[config.mk]
export PLATFORM = sky130hd
export DESIGN_NAME = sum_window_accumulator
export DESIGN_NICKNAME = d
export VERILOG_FILES = /design/src/rtl/sum_window_pkg.sv /design/src/rtl/sum_window_accumulator.sv
export SDC_FILE = /design/constraint.sdc
export NUM_CORES = 1
export LEC_CHECK = 0
export CAP_MARGIN = 5
export CORE_MARGIN = 3
export CORE_UTILIZATION = 40
export DETAILED_ROUTE_END_ITERATION = 8
export PLACE_DENSITY_LB_ADDON = 0.05
export REMOVE_ABC_BUFFERS = 1
export SETUP_SLACK_MARGIN = 0.05
export SLEW_MARGIN = 40
export SYNTH_ARGS = -nofsm -noshare
export SYNTH_HDL_FRONTEND = slang
export SYNTH_SLANG_ARGS = --single-unit
export TNS_END_PERCENT = 100
[constraint.sdc]
create_clock -name clk -period 3.2 [get_ports clk]
set_clock_uncertainty 0.2 [all_clocks]
set_input_delay 0.64 -clock clk [delete_from_list [all_inputs] [get_ports clk]]
set_output_delay 0.64 -clock clk [all_outputs]
set_load 0.005 [all_outputs]
[src/rtl/sum_window_pkg.sv]
// Shared types and default sizing for the sum window accumulator.
package sum_window_pkg;

    // Two-state window controller: collecting samples, or holding a finished window.
    typedef enum logic {
        ST_ACCUM = 1'b0,
        ST_HOLD  = 1'b1
    } state_t;

    localparam int DEF_IN_W   = 8;
    localparam int DEF_ACC_W  = 16;
    localparam int DEF_WINDOW = 4;

endpackage

[src/rtl/sum_window_accumulator.sv]
// Sum window accumulator: totals a stream of adder sums over WINDOW samples
// (or fewer when flushed) and presents total, sample count and overflow on a
// held output handshake.
// Optional feature macro: ACC_SATURATE_EN (clamp the accumulator on overflow
// instead of wrapping).
//
// Handshakes: a transfer happens on a rising edge where valid and ready are both
// high. The producer holds data stable while valid is high and not yet accepted;
// the consumer may drive ready freely. out_* stay unchanged while out_valid is high
// and out_ready is low. in_ready is a pure function of the state register, so no
// combinational path exists from out_ready to in_ready.
module sum_window_accumulator
    import sum_window_pkg::*;
#(
    parameter int IN_W   = DEF_IN_W,
    parameter int ACC_W  = DEF_ACC_W,
    parameter int WINDOW = DEF_WINDOW,
    localparam int CNT_W = $clog2(WINDOW + 1)
) (
    input  logic             clk,
    input  logic             rst,
    input  logic [IN_W-1:0]  in_data,
    input  logic             in_valid,
    output logic             in_ready,
    input  logic             flush,
    output logic [ACC_W-1:0] out_data,
    output logic [CNT_W-1:0] out_count,
    output logic             out_ovf,
    output logic             out_valid,
    input  logic             out_ready,
    output logic             state_dbg
);

    state_t             state, state_n;
    logic [ACC_W-1:0]   acc;
    logic [CNT_W-1:0]   cnt;
    logic               ovf_r;

    logic               accept;
    logic [ACC_W:0]     acc_sum;
    logic               carry;
    logic [ACC_W-1:0]   acc_add;
    logic [ACC_W-1:0]   acc_upd;
    logic [CNT_W-1:0]   cnt_upd;
    logic               ovf_upd;
    logic               emit;

    assign in_ready  = (state == ST_ACCUM);
    assign state_dbg = state;

    // Datapath and next-state: add the accepted sample, decide when the window closes.
    always_comb begin
        accept  = 1'b0;
        acc_sum = '0;
        carry   = 1'b0;
        acc_add = acc;
        acc_upd = acc;
        cnt_upd = cnt;
        ovf_upd = ovf_r;
        emit    = 1'b0;
        state_n = state;

        accept  = in_valid && (state == ST_ACCUM);
        acc_sum = {1'b0, acc} + (ACC_W + 1)'(in_data);
        carry   = acc_sum[ACC_W];
`ifdef ACC_SATURATE_EN
        // Once the window has overflowed the total stays pinned at full scale.
        acc_add = (carry || ovf_r) ? {ACC_W{1'b1}} : acc_sum[ACC_W-1:0];
`else
        acc_add = acc_sum[ACC_W-1:0];
`endif
        if (accept) begin
            acc_upd = acc_add;
            cnt_upd = cnt + CNT_W'(1);
            ovf_upd = ovf_r | carry;
        end

        case (state)
            ST_ACCUM: begin
                // A flush on an empty window with no sample arriving is dropped.
                emit = (accept && (cnt == CNT_W'(WINDOW - 1))) ||
                       (flush && ((cnt != '0) || accept));
                if (emit) state_n = ST_HOLD;
            end
            ST_HOLD: begin
                if (out_ready) state_n = ST_ACCUM;
            end
            default: state_n = ST_ACCUM;
        endcase
    end

    // State, accumulator and output registers; reset discards any partial or held window.
    always_ff @(posedge clk) begin
        if (rst) begin
            state     <= ST_ACCUM;
            acc       <= '0;
            cnt       <= '0;
            ovf_r     <= 1'b0;
            out_data  <= '0;
            out_count <= '0;
            out_ovf   <= 1'b0;
            out_valid <= 1'b0;
        end else begin
            state <= state_n;
            if (emit) begin
                out_data  <= acc_upd;
                out_count <= cnt_upd;
                out_ovf   <= ovf_upd;
                out_valid <= 1'b1;
                acc       <= '0;
                cnt       <= '0;
                ovf_r     <= 1'b0;
            end else begin
                acc   <= acc_upd;
                cnt   <= cnt_upd;
                ovf_r <= ovf_upd;
                if ((state == ST_HOLD) && out_ready) out_valid <= 1'b0;
            end
        end
    end

endmodule
==> results of run 1 <==
[kinds of logic (layout without fill, tap and decap cells)]
family	Yosys count	after routing
and+or+nand+nor	71	71
AOI/OAI and AO/OA	54	54
DFF	42	42
xor gates and xnor gates	14	14
buffers and inverters	13	53
adders and majority gates	12	12
muxes	4	4
[metal layers]
layer  track usage  wire length, um  vias up
met4        0.0731               77        0
li1              -                -      810
met2         0.250             1810       26
met3        0.0427              136        8
met5             0                0        -
met1         0.216             2040      699
[layout by cell type (no fill, tap or decap), types with 2 or more instances in the layout]
| cell | Yosys | routed |
|---|---|---|
| dfxtp_1 | 42 | 42 |
| nor2_1 | 39 | 39 |
| clkdlybuf4s50_1 | 0 | 35 |
| nand2_1 | 17 | 17 |
| a21oi_1 | 17 | 16 |
| a211oi_1 | 14 | 14 |
| xor2_1 | 12 | 12 |
| ha_1 | 11 | 11 |
| clkbuf_8 | 0 | 6 |
| o211ai_1 | 5 | 5 |
| a21o_1 | 5 | 5 |
| buf_4 | 0 | 5 |
| inv_1 | 4 | 4 |
| nand2b_1 | 4 | 4 |
| o21ai_0 | 4 | 4 |
| mux2i_1 | 4 | 4 |
| xnor2_1 | 2 | 2 |
| and3_1 | 2 | 2 |
| nand4_1 | 2 | 2 |
| nand3_1 | 2 | 2 |
| a211oi_2 | 2 | 2 |
| o31ai_1 | 2 | 2 |
[worst paths after layout]
check,from,end
min reg2reg,out_valid$_SDFFE_PP0P_,out_valid$_SDFFE_PP0P_
min,out_valid$_SDFFE_PP0P_,out_valid$_SDFFE_PP0P_
max,in_data[0],out_data[14]$_SDFFE_PP0P_
max reg2reg,acc[0]$_SDFF_PP0_,out_data[14]$_SDFFE_PP0P_
[metrics by stage]
stage,cells,utilization
2_1_floorplan,201,-
3_3_place_gp,294,0.522
3_5_place_dp,294,0.522
4_1_cts,302,0.542
5_1_grt,302,0.542
6_report,302,0.542
[cells in the mapped netlist (2+ instances only)]
| cell type | instances | area [um^2] |
|---|---|---|
| dfxtp_1 | 42 | 841 |
| clkbuf_1 | 3 | 11.3 |
| a21oi_1 | 17 | 85.1 |
| nor2_1 | 39 | 146 |
| xnor2_1 | 2 | 17.5 |
| ha_1 | 11 | 138 |
| o211ai_1 | 5 | 37.5 |
| o31ai_1 | 2 | 15.0 |
| mux2i_1 | 4 | 40.0 |
| and3_1 | 2 | 12.5 |
| nand4_1 | 2 | 12.5 |
| o21ai_0 | 4 | 20.0 |
| a211oi_2 | 2 | 25.0 |
| xor2_1 | 12 | 105 |
| nand2b_1 | 4 | 25.0 |
| nand2_1 | 17 | 63.8 |
| inv_1 | 4 | 15.0 |
| a211oi_1 | 14 | 105 |
| nand3_1 | 2 | 10.0 |
| buf_2 | 5 | 25.0 |
| a21o_1 | 5 | 37.5 |
[power breakdown]
| group | internal, mW | leakage, nW | switching, mW | total [mW] |
|---|---|---|---|---|
| sequential | 0.559 | 0.343 | 0.0207 | 0.580 |
| clock | 0.174 | 0.0482 | 0.183 | 0.357 |
| combinational | 0.132 | 0.586 | 0.130 | 0.262 |
| total | 0.865 | 0.977 | 0.334 | 1.20 |
[layout make-up]
class / count / area [um^2]
Timing Repair Buffer: 41 / 408
Clock buffer: 7 / 86.3
Inverter: 4 / 15.0
Clock inverter: 1 / 5.00
Fill cell: 421 / 2050
Multi-Input combinational cell: 155 / 1010
Tap cell: 52 / 65.1
Sequential cell: 42 / 841
[sequential cells by signal (all words and copies together) (netlist names)]
register,cells
cnt,3
out_ovf,1
state_dbg,1
out_valid,1
out_data,16
acc,16
ovf_r,1
out_count,3
[worst register-to-register path: stages (launching register included)]
cell	delay (ns)
dfxtp_1	0.32
ha_1	0.20
fa_1	0.38
a211oi_1	0.24
o21ai_0	0.19
o31a_2	0.38
nand4_1	0.12
xor2_1	0.21
o31ai_2	0.08
==> impl_metrics.env, run 1 <==
export IMPL_status="complete, no violations"
export IMPL_grt_antenna_before_repair=0
export IMPL_ys_seq_area_frac=0.443
export IMPL_drc=0
export IMPL_num_vias=1543
export IMPL_io_buffers=35
export IMPL_cp_data_arrival_time_ns=2.86
export IMPL_cts_max_path_buffers=2
export IMPL_die_h_um=74.9
export IMPL_yosys_area_share_simple=0.164
export IMPL_grt_max_degree=31
export IMPL_grt_first_pass_wirelength_um=6790
export IMPL_drt_total_wl_um=4060
export IMPL_min_period_ns=2.88
export IMPL_firstDrtPassIters=4
export IMPL_crit_family="compound AO/OA/AOI/OAI gates"
export IMPL_ys_ff_latch=42
export IMPL_num_antenna_cells=0
export IMPL_clockRootBuffer="clkbuf_8"
export IMPL_vias_per_cell=5.11
export IMPL_yosysWarnings=0
export IMPL_htreeDepth=2
export IMPL_fin_area_um2=2430
export IMPL_ys_types=33
export IMPL_startpoint_type="input pin"
export IMPL_grt_ovfl_total=0
export IMPL_synthMuxAreaShare=0.0211
export IMPL_syn_to_final_growth_pct=27.8
export IMPL_ant_nets=0
export IMPL_hold_slack_ns=0.263
export IMPL_synthArstFlopShare=0
export IMPL_numCtsBuffers=5
export IMPL_maxSlewHeadroom=0.731
export IMPL_coreArea_um2=4470
export IMPL_dieArea_um2=5610
export IMPL_synthFlopType="dfxtp_1"
export IMPL_synth_compound_area_share=0.195
export IMPL_rows=24
export IMPL_grt_pass1_vias=1446
export IMPL_crit_fanout=5
export IMPL_worstRegToRegCells=8
export IMPL_postCtsSetupBuffers=0
export IMPL_avgSynthCellArea_um2=9.04
export IMPL_io_pins=36
export IMPL_synth_top_family_by_area="compound AO/OA/AOI/OAI gates"
export IMPL_setup_ws_ns=0.317
export IMPL_cts_resized=0
export IMPL_clk_latency_ns=0.30
export IMPL_drive_above_1_share=0.0800
export IMPL_dr_first_iter_drc_count=60
export IMPL_rsz0062_at_grt="no"
export IMPL_drv_slew=0
export IMPL_start_util=0.424
export IMPL_synth_area_um2=1900
export IMPL_min_path_cells=2
export IMPL_fin_crit_sh=0.901
export IMPL_critPathBufInv=1
export IMPL_clk_pin_slew_ns=0.08
export IMPL_nets=274
export IMPL_syn_inst=210
export IMPL_worst_path_stages=9
export IMPL_leakage_nw=0.977
export IMPL_setup_viol=0
export IMPL_place_congestion=0.823
export IMPL_worst_setup_path_end_kind="flip-flop"
export IMPL_slowest_stage="clkdlybuf4s50_1"
export IMPL_hold_class="flip-flop to flip-flop"
export IMPL_crit_chain="clkdlybuf4s50_1 -> ha_1 -> fa_1 -> a211oi_1 -> o21ai_0 -> o31a_2 -> nand4_1 -> xor2_1 -> o31ai_2"
export IMPL_track_usage=0.163
export IMPL_drv_cap=0
export IMPL_setup_tns_ns=0
export IMPL_hpwl_um=2820
export IMPL_synth_fa_ha_area_frac=0.0831
export IMPL_path_class="input pin to flip-flop"
export IMPL_hold_viol_final=0
export IMPL_tritoncts="built"
export IMPL_powerDensity_nw_per_um2=494
export IMPL_crit_path_max_incr_delay_ns=0.40
export IMPL_placed_area_um2=2330
export IMPL_routedWlPerCell_um=13.5
export IMPL_dieWidth_um=74.9
export IMPL_cp_data_required_time_ns=3.18
export IMPL_synth_edf_count=0
export IMPL_peakVddDrop_mv=0.268
export IMPL_power_mw=1.20
export IMPL_fmax_mhz=347
export IMPL_worst_pin_slew_ns=0.403
export IMPL_cts_hold_buffers=0
export IMPL_synthXorXnorAreaFrac=0.0646
export IMPL_r2r_slack_ns=0.77
export IMPL_place_ws_ns=0.00917
export IMPL_cts_sinks=42
No activity file was read; power rests on OpenSTA's default activity.
==> run 2, diff against run 1 <==
==> constraint.sdc (replaced) <==
create_clock -name clk -period 2.4 [get_ports clk]
set_clock_uncertainty 0.2 [all_clocks]
set_input_delay 0.48 -clock clk [delete_from_list [all_inputs] [get_ports clk]]
set_output_delay 0.48 -clock clk [all_outputs]
set_load 0.005 [all_outputs]
==> impl_metrics.env, run 2 (synthesized netlist as in run 1, its figures left out) <==
export IMPL_num_antenna_cells=0
export IMPL_fin_cells=317
export IMPL_reg_largest_list="acc: 16 flops, out_data: 16 flops"
export IMPL_fin_area_um2=2660
export IMPL_ant_nets=0
export IMPL_peakVddDrop_mv=0.312
export IMPL_cp_data_required_time_ns=2.38
export IMPL_syn_to_final_growth_pct=40.3
export IMPL_fmax_mhz=435
export IMPL_final_common_cell="dfxtp_1"
export IMPL_setup_viol=0
export IMPL_cts_hold_buffers=0
export IMPL_vias_per_cell=5.00
export IMPL_grt_busiest_layer="met2"
export IMPL_grtUsageMet3=0.0401
export IMPL_final_cell_mix="dfxtp_1 (42), nor2_1 (39), clkdlybuf4s50_1 (32)"
export IMPL_track_usage=0.166
export IMPL_clockRootBuffer="clkbuf_8"
export IMPL_drc=0
export IMPL_num_vias=1585
export IMPL_setup_ws_ns=0.0998
export IMPL_rsz0062_at_grt="yes"
export IMPL_hold_viol_final=0
export IMPL_hold_class="flip-flop to flip-flop"
export IMPL_place_ws_ns=-0.635
export IMPL_dr_first_iter_drc_count=49
export IMPL_grt_pass1_vias=1560
export IMPL_grt_antenna_before_repair=0
export IMPL_dieWidth_um=74.9
export IMPL_path_class="input pin to flip-flop"
export IMPL_io_pins=36
export IMPL_cts_sinks=42
export IMPL_status="complete, no violations"
export IMPL_setup_tns_ns=0
export IMPL_placed_area_um2=2440
export IMPL_worst_setup_path_end_kind="flip-flop"
export IMPL_min_period_ns=2.30
export IMPL_io_buffers=35
export IMPL_rows=24
export IMPL_clk_latency_ns=0.29
export IMPL_coreArea_um2=4470
export IMPL_numCtsBuffers=5
export IMPL_gr_usage_met2=0.281
export IMPL_tritoncts="built"
export IMPL_power_mw=1.67
export IMPL_die_h_um=74.9
export IMPL_cp_data_arrival_time_ns=2.28
export IMPL_drt_total_wl_um=4300
export IMPL_cts_max_path_buffers=2
export IMPL_fin_crit_sh=0.958
export IMPL_start_util=0.424
export IMPL_grt_ovfl_total=0
export IMPL_htreeDepth=2
export IMPL_dp_cells=308
export IMPL_hpwl_um=3070
export IMPL_hold_slack_ns=0.257
export IMPL_worst_pin_slew_ns=0.274
export IMPL_fillers=402
export IMPL_routedWlPerCell_um=13.6
export IMPL_utilization=0.595
export IMPL_grt_first_pass_wirelength_um=7080
export IMPL_nets=289
export IMPL_leakage_nw=1.06
export IMPL_drv_cap=0
export IMPL_clk_pin_slew_ns=0.08
export IMPL_powerDensity_nw_per_um2=628
export IMPL_startpoint_type="input pin"
export IMPL_dieArea_um2=5610
export IMPL_crit_fanout=4
export IMPL_met1_usage=0.207
export IMPL_grt_max_degree=23
export IMPL_place_congestion=0.835
export IMPL_firstDrtPassIters=4
export IMPL_drv_slew=0
export IMPL_drive_above_1_share=0.196
export IMPL_maxSlewHeadroom=0.817
==> run 2: final timing paths <==
kind,from,endpoint,slack (ns),cells past startpoint
worst min-delay path,out_data[2]$_SDFFE_PP0P_,out_data[2]$_SDFFE_PP0P_,0.26,2
worst max register to register,acc[0]$_SDFF_PP0_,out_data[14]$_SDFFE_PP0P_,0.15,8
worst max-delay path,in_data[3],out_data[13]$_SDFFE_PP0P_,0.1,8
worst min register to register,out_data[2]$_SDFFE_PP0P_,out_data[2]$_SDFFE_PP0P_,0.26,2
==> run 2: area by class of cell <==
cell class	count	area, um^2	area share
multi-input cells	155	1120	0.422
clock buffers	6	82.6	0.0310
repair buffers	56	522	0.196
flip-flops and latches	42	841	0.316
well taps	52	65.1	0.0244
inverters	4	15.0	0.00564
clock inverters	2	12.5	0.00470
==> run 2: routing by layer <==
layer	vias to the layer above	routed length, um
met5	-	0
met4	0	47
met3	5	109
met2	23	2060
met1	717	2080
li1	840	-
==> run 2: critical path: stages <==
cell             delay, ns
clkdlybuf4s50_1       0.50
ha_4                  0.23
a21o_1                0.21
a21oi_4               0.19
a21oi_4               0.11
o211ai_1              0.20
xor2_1                0.26
a211oi_2              0.10
==> run 2: repair_timing <==
item                                    CTS  global route
endpoints found under the setup margin   22            24
cloned                                    0             0
resized for setup                         9            16
pin swaps                                11            10
setup buffers                             1             0
==> run 2: report_power, final <==
group	switching, mW	total, mW	internal, mW
clock	0.253	0.484	0.231
sequential	0.0311	0.776	0.745
combinational	0.191	0.410	0.219
==> run 3, diff against run 2 <==
--- a/config.mk
+++ b/config.mk
@@ -6,10 +6,11 @@
 export NUM_CORES = 1
 export LEC_CHECK = 0
 export CAP_MARGIN = 5
-export CORE_MARGIN = 3
+export CORE_MARGIN = 2
 export CORE_UTILIZATION = 40
+export CTS_CLUSTER_SIZE = 25
 export DETAILED_ROUTE_END_ITERATION = 8
-export PLACE_DENSITY_LB_ADDON = 0.05
+export PLACE_DENSITY = 0.67
 export REMOVE_ABC_BUFFERS = 1
 export SETUP_SLACK_MARGIN = 0.05
 export SLEW_MARGIN = 40
==> impl_metrics.env, run 3 (synthesized netlist as in run 1, its figures left out) <==
export IMPL_dieWidth_um=72.9
export IMPL_fillers=424
export IMPL_p_seq_frac=0.444
export IMPL_vias_per_cell=4.99
export IMPL_worst_setup_path_end_kind="flip-flop"
export IMPL_dieArea_um2=5310
export IMPL_setup_tns_ns=0
export IMPL_grt_ovfl_total=0
export IMPL_routedWlPerCell_um=13.6
export IMPL_drive_above_1_share=0.176
export IMPL_cp_data_required_time_ns=2.42
export IMPL_drc=0
export IMPL_htreeDepth=2
export IMPL_grt_max_degree=16
export IMPL_powerDensity_nw_per_um2=665
export IMPL_final_cell_mix="dfxtp_1 (42), nor2_1 (39), clkdlybuf4s50_1 (31)"
export IMPL_hold_slack_ns=0.259
export IMPL_coreArea_um2=4660
export IMPL_place_congestion=0.816
export IMPL_power_mw=1.75
export IMPL_ant_nets=0
export IMPL_cp_data_arrival_time_ns=2.28
export IMPL_startpoint_type="input pin"
export IMPL_io_pins=36
export IMPL_num_antenna_cells=0
export IMPL_tritoncts="built"
export IMPL_firstDrtPassIters=4
export IMPL_grt_antenna_before_repair=0
export IMPL_peakVddDrop_mv=0.424
export IMPL_io_buffers=35
export IMPL_cts_sinks=42
export IMPL_dr_first_iter_drc_count=72
export IMPL_clockRootBuffer="clkbuf_8"
export IMPL_worstRegToRegCells=8
export IMPL_hold_class="flip-flop to flip-flop"
export IMPL_place_ws_ns=-0.568
export IMPL_drt_total_wl_um=4310
export IMPL_status="complete, no violations"
export IMPL_crit_path_end="out_data[14]$_SDFFE_PP0P_"
export IMPL_grt_first_pass_wirelength_um=7370
export IMPL_nets=287
export IMPL_combinationalPowerShare=0.226
export IMPL_setup_viol=0
export IMPL_dp_cells=308
export IMPL_cts_max_path_buffers=2
export IMPL_internal_power_mw=1.29
export IMPL_hpwl_um=2990
export IMPL_path_class="input pin to flip-flop"
export IMPL_startpoint="in_data[0]"
export IMPL_rows=25
export IMPL_fin_area_um2=2640
export IMPL_num_vias=1578
export IMPL_fmax_mhz=441
export IMPL_reg_largest_list="acc: 16 flops, out_data: 16 flops"
export IMPL_start_util=0.407
export IMPL_reg2reg_from="acc[0]$_SDFF_PP0_"
export IMPL_sw_frac_of_total=0.265
export IMPL_crit_fanout=5
export IMPL_track_usage=0.177
export IMPL_setup_ws_ns=0.135
export IMPL_clk_pin_slew_ns=0.08
export IMPL_switchingPower_uw=464
export IMPL_leakage_nw=1.06
export IMPL_min_period_ns=2.27
export IMPL_drv_slew=0
export IMPL_hold_viol_final=0
export IMPL_r2r_slack_ns=0.16
export IMPL_clk_latency_ns=0.30
export IMPL_fin_crit_sh=0.944
export IMPL_drv_cap=0
export IMPL_syn_to_final_growth_pct=38.8
export IMPL_final_common_cell="dfxtp_1"
export IMPL_utilization=0.565
export IMPL_placed_area_um2=2410
export IMPL_numCtsBuffers=5
export IMPL_rsz0062_at_grt="yes"
export IMPL_fin_cells=316
export IMPL_clock_power_share=0.330
export IMPL_grt_pass1_vias=1605
export IMPL_worst_pin_slew_ns=0.291
export IMPL_die_h_um=72.9
export IMPL_maxSlewHeadroom=0.806
export IMPL_rr_endpoint="out_data[14]$_SDFFE_PP0P_"
## run 3: cell types whose count changed in the layout (fill, tap and decap cells not counted), sizes merged
cell and delta:
clkinv -1, bufinv +1, dlymetal6s2s +1, clkdlybuf4s50 -1
buf -2, clkinvlp -1
## run 3: layer usage
| layer | global-route usage | share of wire | up-vias |
|---|---|---|---|
| li1 | - | - | 832 |
| met3 | 0.0470 | 0.043 | 6 |
| met4 | 0.0576 | 0.013 | 0 |
| met5 | 0 | 0 | - |
| met1 | 0.238 | 0.49 | 706 |
| met2 | 0.278 | 0.45 | 34 |
## run 3: critical path, stage by stage
cell	delay (ns)
clkdlybuf4s15_1	0.17
ha_2	0.18
fa_2	0.35
a211oi_2	0.25
o21ai_2	0.10
o31a_2	0.34
nand4_1	0.12
xor2_2	0.09
o31ai_2	0.20
## run 3: repair_timing
action	CTS	global route
endpoints found under the setup margin	22	19
gates resized for setup	10	10
pin swaps	11	12
hold buffers	0	0
buffers inserted	0	1
## run 3: cell type report
type | instances | area (um^2) | area share
Multi-Input combinational cell | 155 | 1100 | 0.418
Sequential cell | 42 | 841 | 0.319
Timing Repair Buffer | 54 | 497 | 0.189
Clock buffer | 6 | 82.6 | 0.0313
Tap cell | 54 | 67.6 | 0.0256
Clock inverter | 1 | 30.0 | 0.0114
Inverter | 4 | 15.0 | 0.00570
## run 3: how the worst min path moves through the flow
stage / startpoint / to / cells past startpoint
3_5_place_dp: out_data[2]$_SDFFE_PP0P_ / out_data[2]$_SDFFE_PP0P_ / 2
4_1_cts: out_valid$_SDFFE_PP0P_ / out_valid$_SDFFE_PP0P_ / 2
3_3_place_gp: out_data[2]$_SDFFE_PP0P_ / out_data[2]$_SDFFE_PP0P_ / 2
2_1_floorplan: ovf_r$_SDFF_PP0_ / ovf_r$_SDFF_PP0_ / 2
6_report: out_data[2]$_SDFFE_PP0P_ / out_data[2]$_SDFFE_PP0P_ / 2
5_1_grt: out_valid$_SDFFE_PP0P_ / out_valid$_SDFFE_PP0P_ / 2
## run 3: power groups by stage
stage,Sequential [mW],Combinational (mW),Clock [mW]
2_1_floorplan,0.790,0.193,0
3_3_place_gp,0.789,0.362,0
3_5_place_dp,0.791,0.365,0
4_1_cts,0.776,0.381,0.588
5_1_grt,0.784,0.441,0.611
6_report,0.777,0.396,0.578
